$ cat src/rtl/pipe_adder_pkg.sv
// Shared constants and stage-record types for the pipelined add/subtract unit.
package pipe_adder_pkg;

    localparam logic ADDER_OP_ADD = 1'b0;
    localparam logic ADDER_OP_SUB = 1'b1;

    // Control part of a stage record; data part is typedef'd inside the stage module.
    typedef struct packed {
        logic valid;
        logic carry;
    } stage_ctl_t;

endpackage

$ cat src/rtl/adder_chunk_stage.sv
// One CHUNK-wide registered add stage with carry chain, valid/ready handshake
// and an opaque forwarded payload for the chunks other stages own.
module adder_chunk_stage
    import pipe_adder_pkg::*;
#(
    parameter int CHUNK = 8,
    parameter int PW    = 1
) (
    input  logic             clock,
    input  logic             reset,
    input  logic             up_valid,
    output logic             up_ready,
    input  logic [CHUNK-1:0] a,
    input  logic [CHUNK-1:0] b,
    input  logic             cin,
    input  logic [PW-1:0]    fwd_in,
    output logic             valid,
    input  logic             down_ready,
    output logic [CHUNK-1:0] sum,
    output logic             cout,
    output logic [PW-1:0]    fwd_out
);
    typedef struct packed {
        logic [CHUNK-1:0] sum;
        logic [PW-1:0]    fwd;
    } stage_data_t;

    stage_ctl_t     ctl;
    stage_data_t    data;
    logic [CHUNK:0] total;

    assign total    = {1'b0, a} + {1'b0, b} + {{CHUNK{1'b0}}, cin};
    // Empty stage always accepts, which is what collapses bubbles.
    assign up_ready = !ctl.valid || down_ready;

    always_ff @(posedge clock or posedge reset) begin
        if (reset) begin
            ctl <= '0;
        end else if (up_ready) begin
            ctl.valid <= up_valid;
            if (up_valid) ctl.carry <= total[CHUNK];
        end
    end

    always_ff @(posedge clock) begin
        if (up_ready && up_valid) data <= '{sum: total[CHUNK-1:0], fwd: fwd_in};
    end

    assign valid   = ctl.valid;
    assign cout    = ctl.carry;
    assign sum     = data.sum;
    assign fwd_out = data.fwd;

endmodule

$ cat src/rtl/pipe_adder.sv
// Pipelined WIDTH-bit add/subtract, one CHUNK per stage, valid/ready with backpressure.
// Optional signed-overflow output under RVSIMPLE_PIPE_ADDER_OVERFLOW_EN.
module pipe_adder
    import pipe_adder_pkg::*;
#(
    parameter int WIDTH  = 32,
    parameter int STAGES = 4
) (
    input  logic             clock,
    input  logic             reset,
    input  logic             in_valid,
    output logic             in_ready,
    input  logic             in_sub,
    input  logic [WIDTH-1:0] operand_a,
    input  logic [WIDTH-1:0] operand_b,
    output logic             out_valid,
    input  logic             out_ready,
    output logic [WIDTH-1:0] adder_result,
    output logic             carry_out
`ifdef RVSIMPLE_PIPE_ADDER_OVERFLOW_EN
    ,
    output logic             out_overflow
`endif
);
    localparam int CHUNK = WIDTH / STAGES;
    localparam int PW    = 3 * WIDTH;

    logic [STAGES-1:0]            vld;
    logic [STAGES:0]              rdy;
    logic [STAGES-1:0]            st_c;
    logic [STAGES-1:0][CHUNK-1:0] st_sum;
    logic [STAGES-1:0][PW-1:0]    st_fwd;
    logic [STAGES-1:0][WIDTH-1:0] st_a, st_b, st_res;
    logic [WIDTH-1:0]             b_eff;

    assign b_eff    = (in_sub == ADDER_OP_ADD) ? operand_b : ~operand_b;
    assign rdy[STAGES] = out_ready;
    assign in_ready = rdy[0];

    for (genvar g = 0; g < STAGES; g++) begin : g_stage
        logic [WIDTH-1:0] a_up, b_up, r_up, r_here;
        logic             v_up, c_up;

        if (g == 0) begin : g_head
            assign a_up = operand_a;
            assign b_up = b_eff;
            assign r_up = '0;
            assign v_up = in_valid;
            assign c_up = in_sub;
        end else begin : g_body
            assign a_up = st_a[g-1];
            assign b_up = st_b[g-1];
            assign r_up = st_res[g-1];
            assign v_up = vld[g-1];
            assign c_up = st_c[g-1];
        end

        adder_chunk_stage #(.CHUNK(CHUNK), .PW(PW)) u_stage (
            .clock      (clock),
            .reset      (reset),
            .up_valid   (v_up),
            .up_ready   (rdy[g]),
            .a          (a_up[g*CHUNK +: CHUNK]),
            .b          (b_up[g*CHUNK +: CHUNK]),
            .cin        (c_up),
            .fwd_in     ({a_up, b_up, r_up}),
            .valid      (vld[g]),
            .down_ready (rdy[g+1]),
            .sum        (st_sum[g]),
            .cout       (st_c[g]),
            .fwd_out    (st_fwd[g])
        );

        // Splice this stage's resolved chunk into the forwarded partial result.
        always_comb begin
            r_here                      = st_fwd[g][WIDTH-1:0];
            r_here[g*CHUNK +: CHUNK]    = st_sum[g];
        end

        assign st_a[g]   = st_fwd[g][PW-1 -: WIDTH];
        assign st_b[g]   = st_fwd[g][2*WIDTH-1 -: WIDTH];
        assign st_res[g] = r_here;
    end

    assign out_valid    = vld[STAGES-1];
    assign adder_result = out_valid ? st_res[STAGES-1] : '0;
    assign carry_out    = out_valid & st_c[STAGES-1];

`ifdef RVSIMPLE_PIPE_ADDER_OVERFLOW_EN
    logic a_msb, b_msb, r_msb;
    assign a_msb        = st_a[STAGES-1][WIDTH-1];
    assign b_msb        = st_b[STAGES-1][WIDTH-1];
    assign r_msb        = st_res[STAGES-1][WIDTH-1];
    assign out_overflow = out_valid && (a_msb == b_msb) && (r_msb != a_msb);
`endif

    // Operand chunks leaving the last stage have no consumer.
    logic unused_tail;
    assign unused_tail = ^{st_a[STAGES-1], st_b[STAGES-1]};

endmodule

$ cat config.mk
export PLATFORM = sky130hd
export DESIGN_NAME = pipe_adder
export DESIGN_NICKNAME = d
export VERILOG_FILES = /design/src/rtl/pipe_adder_pkg.sv /design/src/rtl/adder_chunk_stage.sv /design/src/rtl/pipe_adder.sv
export SDC_FILE = /design/constraint.sdc
export NUM_CORES = 1
export LEC_CHECK = 0
export BUFFER_PORTS_ARGS = -buffer_cell sky130_fd_sc_hd__buf_4
export CAP_MARGIN = 30
export CELL_PAD_IN_SITES_DETAIL_PLACEMENT = 0
export CELL_PAD_IN_SITES_GLOBAL_PLACEMENT = 1
export CORE_UTILIZATION = 55
export DETAILED_ROUTE_END_ITERATION = 10
export PLACE_DENSITY = 0.8
export SYNTH_ARGS = -nofsm -noshare
export SYNTH_HDL_FRONTEND = slang
export SYNTH_HIERARCHICAL = 1
export SYNTH_SLANG_ARGS = --single-unit
$ cat constraint.sdc
create_clock -name clock -period 5.74 [get_ports clock]
set_clock_uncertainty 0.1 [all_clocks]
set_input_delay 0 -clock clock [delete_from_list [all_inputs] [get_ports clock]]
set_output_delay 0 -clock clock [all_outputs]
set_load 0.03 [all_outputs]
# == Yosys cells after proc, flatten, opt, wreduce, memory -nomap -nowiden ==
# Cells that the tools add are included.
# word_totals
output_inout_bits,35
input_bits,69
regBits,280
# classes
n_reduce_logical,16
n_bitwise,2
add_sub_neg,8
n_mux,2
# ops
op,n
$mux W32,2
$add A8 B8 Y9,4
$add A9 B1 Y9,4
$not A32 Y32,1
$reduce_and A2 Y1,4
$logic_and A1 B1 Y1,4
$logic_not A1 Y1,4
$logic_or A1 B1 Y1,4
$and A1 B1 Y1,1

# == Depth between registers and ports, before layout ==
# depth
ltp_word,6
depth_mapped,8
mapped_depth_nobuf,7

# == Hierarchy ==
# Netlist, hierarchy kept.
# by_module_without_submodules
mod,area_per_inst_um2,cells_each,instances
adder_chunk_stage,3517.1,149,4
pipe_adder,576.8,73,1

# == Least setup slack after synthesis ==
# No wires, ideal clock.
# synth_timing
kind,register -> register
startpoint,"reg, netlist name g_stage[3].u_stage/valid"
endpoint,reg g_stage[0].u_stage.ctl (netlist bit g_stage[0].u_stage/cout)
period_less_slack_ns,4.480
stages_incl_launch_ff,8
t_arrival_ns,4.269
t_required_ns,5.529
setup_slack_ns,1.260
path_cell_list,dfrtp_1 -> nand2b_1 -> nand2b_1 -> nand2b_1 -> nand2b_1 -> and2_1 -> o21ai_0 -> a31oi_1
# synth_between
elab_chain_cells,6
# synth_lines
item,line_no,source
$logic_not A1 Y1,adder_chunk_stage.sv:34,assign up_ready = !ctl.valid || down_ready;
$logic_or A1 B1 Y1,adder_chunk_stage.sv:34,
named net rdy[3],pipe_adder.sv:29,logic [STAGES:0] rdy;
$logic_or A1 B1 Y1,adder_chunk_stage.sv:34,
named net rdy[2],pipe_adder.sv:29,
$logic_or A1 B1 Y1,adder_chunk_stage.sv:34,
named net rdy[1],pipe_adder.sv:29,
$logic_or A1 B1 Y1,adder_chunk_stage.sv:34,
named net in_ready,pipe_adder.sv:12,"output logic in_ready,"
$reduce_and A2 Y1 (no line),-,
end: declaration,adder_chunk_stage.sv:28,stage_ctl_t ctl;
# The timed path passes the listed nets, and every way through them passes these cells.
# A chain may end at the register's enable or synchronous reset.

# == Worst setup path after layout ==
# layout_timing
startpoint,"reg, netlist name g_stage[3].u_stage/valid"
endpoint,reg g_stage[0].u_stage.ctl (netlist bit g_stage[0].u_stage/cout)
# layout_between
elab_chain_cells,6
# layout_lines
item,line_no
$logic_not A1 Y1,adder_chunk_stage.sv:34
$logic_or A1 B1 Y1,adder_chunk_stage.sv:34
named net rdy[3],pipe_adder.sv:29
$logic_or A1 B1 Y1,adder_chunk_stage.sv:34
named net rdy[2],pipe_adder.sv:29
$logic_or A1 B1 Y1,adder_chunk_stage.sv:34
named net rdy[1],pipe_adder.sv:29
$logic_or A1 B1 Y1,adder_chunk_stage.sv:34
$reduce_and A2 Y1 (no line),-
# The timed path passes the listed nets, and every way through them passes these cells.

==> flow_summary.yaml <==
final_layout:
  finalNonFillerCells: 794
  finish.net_count: 710
  filler_cell_count: 815
  final-seq-area_um2: 5485
  multi_input_area_um2: 1807
  final_util_pct: 72.83
  area_delta_synth_final_pct: 29.22
  most_common_cell_after_layout_fill_and_taps_aside: "edfxtp_1"
  final_cell_mix: "edfxtp_1, buf_4, dlygate4sd3_1"
  num_antenna_cells: 0
  finished_cell_area_um2: 9607
  final_layout_size_suffix_gt1_share_pct: 24.11
die:
  dieArea_um2: 13990
  die-height_um: 118.3
  floorplan.die.width_um: 118.3
  effective_utilization_at_floorplan_pct: 56.37
  placementRows: 42
  num_io_pins: 104
  core_area_um2: 13190
cts:
  clock_sink_count: 184
  max-clock-path-buffers: 2
  post_cts_repair_resize_count: 0
  cts_root_buffer: "clkbuf_16"
  clkSlewWorstSetupHoldPaths_ns: 0.06
  cts-htree-levels: 4
  postCtsSetupBuffers: 0
  worst_skew_pair.late_latency_ns: 0.41
  cts_inserted_buffers: 17
  cts_hold_buf: 58
  tritoncts_clock_tree: "yes"
critical_path:
  timing.critical_path.from_type: "register"
  required_ns: 5.98
  critPathSlowestCell: "dfrtp_1"
  timing.critical_path.fanout_max: 35
  reg2reg_slack_ns: 2.65
  start_to_end_type_of_the_worst_setup_path: "reg -> reg"
  timing.critical_path.to_type: "register"
  worstPathArrival_ns: 3.32
  crit_top_cell: "nand2b_1"
  timing.critical_path.slowest_cell_delay_ns: 0.70
  critical_path.cell_chain: "nand2b_1, nand2b_1, nand2b_1, nand2b_1, and2_2, buf_4, o21ai_0, a31oi_1"
global_routing:
  grt_overflow_total: 0
  grt_pass1_vias: 4029
  grt_pass1_wl_um: 19310
  grt_antenna_before_repair: 0
  grt_use_total_pct: 18.72
  pin_count_of_the_biggest_net_entering_global_routing: 43
detailed_routing:
  finalWirelength_um: 11760
  dr_total_vias: 3903
  route.detailed.drc: 0
  via_per_inst: 4.916
  detailedRoute.firstPassIterationCount: 4
  drt_first_iter_violations: 214
  number_of_nets_still_failing_antenna_checks_after_routing: 0
  post_drt_wl_per_cell_um: 14.81
sta:
  final-max-slew-violation-count: 0
  final_period_util_pct: 53.78
  max_freq_mhz: 323.9
  timing.final.setup_violations: 0
  max_slew_margin_pct: 44.64
  worstMarginPinSlew_ns: 0.8304
  finalCriticalPeriod_ns: 3.087
  tns_ns: 0
  hold_viol_final: 0
  grt_setup_unrepaired: "false"
place:
  place.detailed.instances: 703
  place_congestion: 0.7528
  dp_hpwl_um: 7582
  portBuffers: 103
  post_detailed_placement_cell_area_um2: 8381
worst_hold_path:
  hp-class: "in -> reg"
power:
  finalPower_w: 0.003645
  peakVddDrop_mv: 0.2024
  cellLeakagePower_nw: 3.740
  power_density_nw_per_um2: 379.4
outcome:
  status: "completed"
synth:
  yosysWarningCount: 6
  netlist_instances: 428
  synth_nets: 533
  syn_area_um2: 7435
  avgSynthCellArea_um2: 17.37
job:
  drv_cap: 0
-- per-stage QoR --
stage               hold slack, ns  setup WS (ns)
floorplan                  -0.3588          2.431
global route               0.01338          2.261
detailed placement         -0.1972          2.599
global placement           -0.1943          2.731
CTS                       0.001873          2.591
finish                     0.01880          2.653
-- flip-flops by register name, summed over array words and instances, names as in the netlist --
name,count
g_stage.u_stage/cout,4
g_stage.u_stage/fwd_out,144
g_stage.u_stage/sum,32
g_stage.u_stage/valid,4
-- per-layer routing --
layer | routed length, um | GRT usage [%] | up-vias
li1 | - | - | 1925
met1 | 4631 | 20.45 | 1878
met2 | 6469 | 34.01 | 80
met3 | 411 | 4.681 | 20
met4 | 249 | 8.734 | 0
met5 | 0 | 0 | -
-- worst paths after layout --
| path | startpoint | end | cells past startpoint |
|---|---|---|---|
| max | g_stage[3].u_stage/valid | g_stage[0].u_stage/cout | 8 |
| min | operand_a[4] | g_stage[0].u_stage/sum[4] | 3 |
| max reg2reg | g_stage[3].u_stage/valid | g_stage[0].u_stage/cout | 8 |
| min reg2reg | g_stage[1].u_stage/fwd_out[7] | g_stage[2].u_stage/fwd_out[7] | 0 |
| max in group asynchronous | reset | g_stage[1].u_stage/valid | 4 |
| min in group asynchronous | reset | g_stage[3].u_stage/cout | 4 |
-- power breakdown --
| group | internal [W] | total [W] | switching (W) |
|---|---|---|---|
| clock network | 0.000763 | 0.00120 | 0.000438 |
| registers | 0.00174 | 0.00179 | 0.0000569 |
| logic | 0.000281 | 0.000651 | 0.000369 |
-- critical path, delay by kind of cell (launching register included) --
| family | cells | cell delay (ns) |
|---|---|---|
| AOI/OAI and AO/OA | 2 | 0.28 |
| DFF | 1 | 0.70 |
| and+or+nand+nor | 5 | 1.44 |
| buffers and inverters | 1 | 0.48 |
-- area by class of cell --
cell class	count	share of cell area, %
clock buffers	25	5.053
clock inverters	7	1.459
multi-input cells	221	18.81
inverters	16	0.6252
repair buffers	165	14.67
flip-flops and latches	184	57.10
well taps	176	2.292
No activity file was read; power rests on OpenSTA's default activity.
